--- src/rtl/gpio_reg_pkg.sv ---
// Register-file side types for the GPIO block, plus the shared definitions
// used by the data_in write arbiter.
package gpio_reg_pkg;

  // Width of the GPIO data_in register
  localparam int unsigned GpioDataW = 32'd32;

  // Hardware write port of the data_in register: value plus write strobe
  typedef struct packed {
    logic [GpioDataW-1:0] d;
    logic                 de;
  } gpio_hw2reg_data_in_reg_t;

  // Complete hardware-to-register bundle (data_in is the only hw-written field)
  typedef struct packed {
    gpio_hw2reg_data_in_reg_t data_in;
  } gpio_hw2reg_t;

  // Alternate name kept for existing users of the bundle
  typedef gpio_hw2reg_t gpio_hw2reg_tt;

  // Write sequencer states
  typedef enum logic [1:0] {
    IDLE  = 2'd0,
    WRITE = 2'd1,
    GAP   = 2'd2
  } gpio_arb_state_e;

endpackage

--- src/rtl/gpio_rr_pick.sv ---
// Combinational round-robin picker: selects the first set request at or
// after ptr, searching upward and wrapping modulo NumReq.
module gpio_rr_pick
  import gpio_reg_pkg::*;
#(
  parameter int NumReq = 4,
  parameter int IdxW   = $clog2(NumReq)
) (
  input  logic [NumReq-1:0] req,
  input  logic [IdxW-1:0]   ptr,
  output logic [NumReq-1:0] gnt,
  output logic [IdxW-1:0]   idx
);

  logic [IdxW-1:0] cand_s;
  logic            found_s;
  logic            hit_s;

  // Walk the requests starting at ptr; the first hit wins and masks later ones
  always_comb begin
    gnt     = '0;
    idx     = '0;
    found_s = 1'b0;
    hit_s   = 1'b0;
    cand_s  = '0;
    for (int i = 32'sd0; i < NumReq; i++) begin
      cand_s      = IdxW'((int'(ptr) + i) % NumReq);
      hit_s       = !found_s && req[cand_s];
      gnt[cand_s] = hit_s;
      idx         = hit_s ? cand_s : idx;
      found_s     = found_s | hit_s;
    end
  end

endmodule

--- src/rtl/gpio_data_in_arb.sv ---
// Round-robin arbiter and write sequencer for the single hardware write
// port of the GPIO data_in register. One source is accepted per slot, its
// value is registered and presented with a one-cycle de strobe, optionally
// followed by a quiet gap of MinGap cycles.
module gpio_data_in_arb
  import gpio_reg_pkg::*;
#(
  parameter int NumReq = 4,
  parameter int MinGap = 0
) (
  input  logic                        clk_i,
  input  logic                        rst_i,
  input  logic [NumReq-1:0]           req_i,
  input  logic [NumReq*GpioDataW-1:0] data_i,
  output logic [NumReq-1:0]           gnt_o,
  output gpio_hw2reg_t                hw2reg_o,
  output logic                        busy_o
);

  localparam int IdxW    = $clog2(NumReq);
  localparam int GapBits = $clog2(MinGap + 32'sd1);
  localparam int GapW    = (GapBits < 32'sd1) ? 32'sd1 : GapBits;
  localparam logic [GapW-1:0] GapLoad = GapW'(MinGap);
  localparam logic [GapW-1:0] GapOne  = GapW'(32'd1);
  localparam logic [IdxW-1:0] LastIdx = IdxW'(NumReq - 32'sd1);
  // With no gap, the strobe cycle doubles as a grant slot
  localparam bit ZeroGap = (MinGap == 32'sd0);

  gpio_arb_state_e       state_r;
  gpio_arb_state_e       state_next_s;
  logic [IdxW-1:0]       rr_ptr_r;
  logic [IdxW-1:0]       rr_ptr_next_s;
  logic [GpioDataW-1:0]  d_r;
  logic                  de_r;
  logic                  busy_r;
  logic [GapW-1:0]       gap_cnt_r;
  logic [GapW-1:0]       gap_cnt_next_s;
  logic [NumReq-1:0]     pick_gnt_s;
  logic [IdxW-1:0]       pick_idx_s;
  logic                  grant_en_s;
  logic                  accept_s;
  logic [GpioDataW-1:0]  win_data_s;

  gpio_rr_pick #(
    .NumReq (NumReq),
    .IdxW   (IdxW)
  ) u_pick (
    .req (req_i),
    .ptr (rr_ptr_r),
    .gnt (pick_gnt_s),
    .idx (pick_idx_s)
  );

  // Grant window: open in IDLE, and in WRITE only when no gap is configured
  always_comb begin
    grant_en_s = 1'b0;
    if (rst_i) begin
      grant_en_s = 1'b0;
    end else if (state_r == IDLE) begin
      grant_en_s = 1'b1;
    end else if ((state_r == WRITE) && ZeroGap) begin
      grant_en_s = 1'b1;
    end else begin
      grant_en_s = 1'b0;
    end
  end

  // Grant, accept detection, winner data and the advanced pointer
  always_comb begin
    gnt_o         = grant_en_s ? pick_gnt_s : '0;
    accept_s      = |(req_i & gnt_o);
    win_data_s    = data_i[int'(pick_idx_s)*GpioDataW +: GpioDataW];
    rr_ptr_next_s = (pick_idx_s == LastIdx) ? '0 : (pick_idx_s + 1'b1);
  end

  // Next-state and gap counter logic
  always_comb begin
    state_next_s   = state_r;
    gap_cnt_next_s = gap_cnt_r;
    case (state_r)
      IDLE: begin
        if (accept_s) begin
          state_next_s = WRITE;
        end else begin
          state_next_s = IDLE;
        end
      end
      WRITE: begin
        if (ZeroGap) begin
          if (accept_s) begin
            state_next_s = WRITE;
          end else begin
            state_next_s = IDLE;
          end
        end else begin
          state_next_s   = GAP;
          gap_cnt_next_s = GapLoad;
        end
      end
      GAP: begin
        if (gap_cnt_r <= GapOne) begin
          state_next_s   = IDLE;
          gap_cnt_next_s = '0;
        end else begin
          state_next_s   = GAP;
          gap_cnt_next_s = gap_cnt_r - GapOne;
        end
      end
      default: begin
        state_next_s   = IDLE;
        gap_cnt_next_s = '0;
      end
    endcase
  end

  // State, pointer, captured data and registered strobe/busy outputs
  always_ff @(posedge clk_i) begin
    if (rst_i) begin
      state_r   <= IDLE;
      rr_ptr_r  <= '0;
      d_r       <= '0;
      de_r      <= 1'b0;
      busy_r    <= 1'b0;
      gap_cnt_r <= '0;
    end else begin
      state_r   <= state_next_s;
      gap_cnt_r <= gap_cnt_next_s;
      de_r      <= accept_s;
      busy_r    <= (state_next_s != IDLE);
      if (accept_s) begin
        d_r      <= win_data_s;
        rr_ptr_r <= rr_ptr_next_s;
      end else begin
        d_r      <= d_r;
        rr_ptr_r <= rr_ptr_r;
      end
    end
  end

  assign hw2reg_o.data_in.d  = d_r;
  assign hw2reg_o.data_in.de = de_r;
  assign busy_o              = busy_r;

endmodule

--- config.mk ---
export PLATFORM = sky130hd
export DESIGN_NAME = gpio_data_in_arb
export DESIGN_NICKNAME = d
export VERILOG_FILES = /design/src/rtl/gpio_reg_pkg.sv /design/src/rtl/gpio_rr_pick.sv /design/src/rtl/gpio_data_in_arb.sv
export SDC_FILE = /design/constraint.sdc
export NUM_CORES = 1
export LEC_CHECK = 0
export ABC_AREA = 1
export BUFFER_PORTS_ARGS = -buffer_cell sky130_fd_sc_hd__buf_4
export CAP_MARGIN = 15
export CORE_UTILIZATION = 30
export DETAILED_ROUTE_END_ITERATION = 7
export GPL_TIMING_DRIVEN = 0
export HOLD_SLACK_MARGIN = 0.06
export SYNTH_ARGS = -nofsm -noshare
export SYNTH_HDL_FRONTEND = slang
export SYNTH_SLANG_ARGS = --single-unit
export TNS_END_PERCENT = 5
--- constraint.sdc ---
create_clock -name clk_i -period 3.1 [get_ports clk_i]
set_clock_uncertainty 0.05 [all_clocks]
set_input_delay 0.31 -clock clk_i [delete_from_list [all_inputs] [get_ports clk_i]]
set_output_delay 0.31 -clock clk_i [all_outputs]
set_load 0.05 [all_outputs]
=== Word level (Yosys, flattened, before mapping) ===
Index checks and enable logic that the tools add are counted.

* Register bits after elaboration: 39
* Bits of input ports: 134

* Add/subtract/negate cells: 5
* Order comparisons: 9
* Equal/unequal tests: 3
* Shift operators: 1
* Muxes and demuxes: 33
* Bitwise logic cells: 4
* Reductions and logical operators: 14

{| class="wikitable"
|+ Operator list
! operator !! count
|-
| $shiftx 128x8->32 || 1
|-
| $mux 1 || 13
|-
| $bwmux 4 || 3
|-
| $lt 2x3->1 const B || 4
|-
| $mux 2 || 6
|-
| $and 4x4->4 || 2
|-
| $bmux 1 s2 || 4
|-
| $demux 1 s2 || 4
|-
| $ge 2x1->1 const B || 4
|-
| $logic_and 1x1->1 || 7
|-
| $add 2x1->2 const B || 2
|-
| $add 2x2->2 const B || 2
|-
| $eq 2x2->1 const B || 2
|-
| $mux 4 || 1
|-
| $pmux 2 s2 || 1
|-
| $reduce_or 4->1 || 1
|-
| $logic_not 1->1 || 3
|-
| $eq 2x1->1 const B || 1
|-
| $logic_not 2->1 || 1
|-
| $or 1x1->1 || 2
|-
| $pmux 1 s2 || 1
|-
| $reduce_bool 2->1 || 1
|-
| $reduce_or 2->1 || 1
|-
| $le 1x1->1 const B || 1
|-
| $sub 1x1->1 const B || 1
|}

=== Longest topological paths before layout ===
* Word-level depth: 17
* Depth in mapped cells: 18

=== Hierarchy ===
A second synthesis with hierarchy kept.

* Cells, all modules: 607
* Area, all modules: 3,210.6 µm²

{| class="wikitable"
|+ By module, submodules not included
! module !! instances !! cells each !! area an instance (µm²) !! sequential area each (µm²)
|-
| gpio_data_in_arb || 1 || 511 || 2,680.1 || 700.7
|-
| gpio_rr_pick || 1 || 96 || 530.5 || 0.0
|}

=== Worst setup path before layout ===
OpenSTA, ideal clock, no wires.

* Path type: reg2reg
* From: reg rr_ptr_r[0]
* To: reg d_r[7]
* Arrival: 2.142 ns
* Required time: 2.937 ns
* Setup slack: 0.795 ns
* Stages on the path, launching flop included: 19
* Path buffers: 4
* Cell sequence: dfxtp_1 buf_6 inv_4 ha_1 inv_1 nand3_2 nand2_2 buf_6 nor2_4 nor2_2 nand2_4 nand2_4 buf_6 buf_6 nand2_1 o21ai_0 o21ai_1 nor2_1 nor2_1

* Cells in the longest elaborated chain, start to end: 14
* Elaborated cells on any way between the ends: 51
* Those cells by class: 3 x add/sub; 8 x order compare; 1 x shift; 24 x mux; 4 x bitwise; 11 x reduce/logical

{| class="wikitable"
|+ RTL lines
! what !! line !! text
|-
| start: declaration || gpio_data_in_arb.sv:31 || <nowiki>logic [IdxW-1:0] rr_ptr_r;</nowiki>
|-
| start signal: assignment || gpio_data_in_arb.sv:132 || <nowiki>rr_ptr_r <= rr_ptr_next_s;</nowiki>
|-
| start signal: assignment || gpio_data_in_arb.sv:135 || <nowiki>rr_ptr_r <= rr_ptr_r;</nowiki>
|-
| parallel branches: the longest is 14 deep, another holds $add 2x1->2 || - ||
|-
| end signal: assignment || gpio_data_in_arb.sv:131 || <nowiki>d_r <= win_data_s;</nowiki>
|-
| end signal: assignment || gpio_data_in_arb.sv:134 || <nowiki>d_r <= d_r;</nowiki>
|-
| end: declaration || gpio_data_in_arb.sv:33 || <nowiki>logic [GpioDataW-1:0] d_r;</nowiki>
|}

Several ways; the timed one is not identified. The select of a mux whose other input is x is not followed.
A chain may end at the register's enable or synchronous reset.

=== Worst setup path after layout ===
* From: reg rr_ptr_r[1]
* To: reg d_r[24]

The elaborated chain is that of the path after synthesis.

==> impl_metrics.env <==
export IMPL_outcome="completed"
export IMPL_io_pins=172
export IMPL_worstSkewPairLatency_ns=0.28
export IMPL_slowest_delay_ns=0.42
export IMPL_slew_violations=0
export IMPL_yosys_top_cells_area="nand2_1 (27%), dfxtp_1 (22%), inv_1 (9.3%)"
export IMPL_rows=37
export IMPL_grt_usage_pct=20.7
export IMPL_path_clk_slew_ns=0.07
export IMPL_clock_path_buffers=2
export IMPL_gp_congestion=0.843
export IMPL_syn_nets=739
export IMPL_ys_async_sr_fraction_pct=0
export IMPL_finalHoldViolations=0
export IMPL_port_buffers=171
export IMPL_numCtsBuffers=5
export IMPL_hp_class="input port to flop"
export IMPL_cts_root_buf="clkbuf_8"
export IMPL_ant_nets=0
export IMPL_hpwlAfterDp_mm=9.13
export IMPL_synth_cells=601
export IMPL_cp_depth=15
export IMPL_cp_slowest_cell="dfxtp_1"
export IMPL_worstSetupStartpointType="flop"
export IMPL_num_antenna_cells=0
export IMPL_drt_pass1_iterations=5
export IMPL_grt_max_degree=11
export IMPL_yosysTopAreaCellShare_pct=26.6
export IMPL_synth_edf_count=0
export IMPL_syn_area_per_cell_sq_um=5.36
export IMPL_cts_resized=0
export IMPL_required_ns=3.28
export IMPL_layout_setup_ws_ns=0.407
export IMPL_tightest_slew_ns=0.486
export IMPL_tns_ns=0
export IMPL_maxSlewHeadroom_pct=67.6
export IMPL_whs_ns=0.374
export IMPL_critical_path_arrival_ns=2.87
export IMPL_cts_tree="built"
export IMPL_synth_seq_cells=35
export IMPL_syn_area_sq_mm=0.00322
export IMPL_setup_viol=0
export IMPL_drcViolationCount=0
export IMPL_die_x_microns=106
export IMPL_grt_pass1_vias=3965
export IMPL_synth_top_area_cell="nand2_1"
export IMPL_synth_cell_type_count=29
export IMPL_drt_initial_drc_count=202
export IMPL_grt_overflow=0
export IMPL_holdPathStages=5
export IMPL_crit_start="rr_ptr_r[1]"
export IMPL_dp_slack_ns=0.410
export IMPL_post_route_util_pct=45.9
export IMPL_crit_buf_inv=4
export IMPL_min_from="data_i[37]"
export IMPL_ys_seq_area_share_pct=21.8
export IMPL_num_vias=4159
export IMPL_drt_total_wl_mm=11.4
export IMPL_drive_gt1_share_pct=29.0
export IMPL_core_sq_mm=0.0104
export IMPL_r2r_start="rr_ptr_r[1]"
export IMPL_synthFlopType="dfxtp_1"
export IMPL_areaGrowthSynthToFinish_pct=47.9
export IMPL_ctsHoldBuffers=0
export IMPL_cp_max_fo=10
export IMPL_start_util_pct=31.1
export IMPL_antenna_found_initial=0
export IMPL_dieHeight_microns=106
export IMPL_die_area_sq_mm=0.0112
export IMPL_htree_levels=2
export IMPL_end_kind="flop"
export IMPL_wl_per_cell_microns=12.5
export IMPL_grt_pass1_wl_mm=18.6
export IMPL_period_share_pct=86.9
export IMPL_cts_setup_buffers=0
export IMPL_crit_path_cell_trace="inv_1, ha_1, inv_1, nand3_2, nand2_2, buf_6, a21oi_2, nand2_2, buf_1, nand3_1, nand2_1, nand2_1, o21ai_0, nor2_1, nor2_1"
export IMPL_viasPerCell=4.55
export IMPL_maxCapViolCount=0
export IMPL_clock_sinks=35
export IMPL_cp_top_family="buffers and inverters"
export IMPL_worstSetupPathType="flop to flop"
export IMPL_rsz0062_at_grt="no"
export IMPL_reg2regPathDepth=15
export IMPL_nets=917
export IMPL_yosys_warnings=0
export IMPL_max_clock_freq_ghz=0.371
export IMPL_finalCriticalPeriod_ns=2.69
through the flow:
stage | instance area (sq um) | cells
2_1_floorplan | 3220 | 601
3_3_place_gp | 4670 | 908
3_5_place_dp | 4670 | 908
4_1_cts | 4760 | 915
5_1_grt | 4760 | 915
6_report | 4760 | 915
registers in the layout (all words and copies together) (netlist names):
signal / count
d_r: 32
rr_ptr_r: 2
state_r: 1
area by class of cell:
class                   instances  area [sq um]
fillers                      1167          5610
multi-input cells             447          1990
repair buffers                171          1280
flip-flops and latches         35           701
inverters                      84           318
plain buffers                  35           216
well taps                     136           170
clock buffers                   6          82.6
clock inverters                 1          5.00
final timing paths:
path | to | slack (ns)
setup / recovery | d_r[24] | 0.41
setup reg to reg | d_r[24] | 0.41
hold / removal | d_r[5] | 0.37
hold reg to reg | d_r[7] | 0.46
cell usage after synthesis, types with 2 or more instances:
| master | number |
|---|---|
| nand2_1 | 228 |
| inv_1 | 80 |
| nor2_1 | 68 |
| nand3_1 | 49 |
| o21ai_0 | 39 |
| dfxtp_1 | 35 |
| o21ai_1 | 29 |
| buf_2 | 20 |
| buf_6 | 7 |
| a21oi_1 | 5 |
| nand4_1 | 5 |
| and2_1 | 4 |
| ha_1 | 4 |
| clkbuf_1 | 3 |
| clkbuf_2 | 3 |
| nand2_2 | 3 |
| nand2_4 | 3 |
| nand3_2 | 3 |
| inv_2 | 2 |
| nor2_4 | 2 |
worst register-to-register path, delay by kind of cell (launching register included):
kind,cells,cell delay (ns)
buffers and inverters,4,0.84
AOI/OAI and AO/OA,2,0.15
adders and majority gates,1,0.37
and+or+nand+nor,8,0.80
DFF,1,0.42
layer usage:
layer | share of wire [%] | GRT usage, % | routed length [microns] | vias to the layer above
met5 | 0 | 0 | 0 | -
met4 | 1.6 | 6.25 | 181 | 0
met3 | 6.5 | 4.51 | 739 | 13
met2 | 50 | 36.5 | 5720 | 152
met1 | 42 | 24.9 | 4760 | 1807
li1 | - | - | - | 2187
placed cells by master (no fill, tap or decap), types with 3 or more instances in the layout:
| cell type | instances |
|---|---|
| nand2_1 | 228 |
| buf_4 | 172 |
| inv_1 | 80 |
| nor2_1 | 68 |
| nand3_1 | 49 |
| o21ai_0 | 39 |
| dfxtp_1 | 35 |
| o21ai_1 | 29 |
| buf_2 | 20 |
| buf_6 | 7 |
| clkbuf_8 | 6 |
| a21oi_1 | 5 |
| nand4_1 | 5 |
| and2_1 | 4 |
| ha_1 | 4 |
| nand3_2 | 3 |
| nand2_4 | 3 |
| nand2_2 | 3 |
| clkbuf_2 | 3 |
| clkbuf_1 | 3 |
cell families (layout without fill, tap and decap cells):
logic type	count (synthesis)	in the layout	synth area share, %
DFF	35	35	21.8
xor gates and xnor gates	1	1	0.272
buffers and inverters	119	297	16.6
adders and majority gates	4	4	1.55
AOI/OAI and AO/OA	75	75	11.8
and+or+nand+nor	367	367	48.0
Power is not shown: default switching activity piles up to over one toggle a cycle in this logic, so the estimate is an artifact.
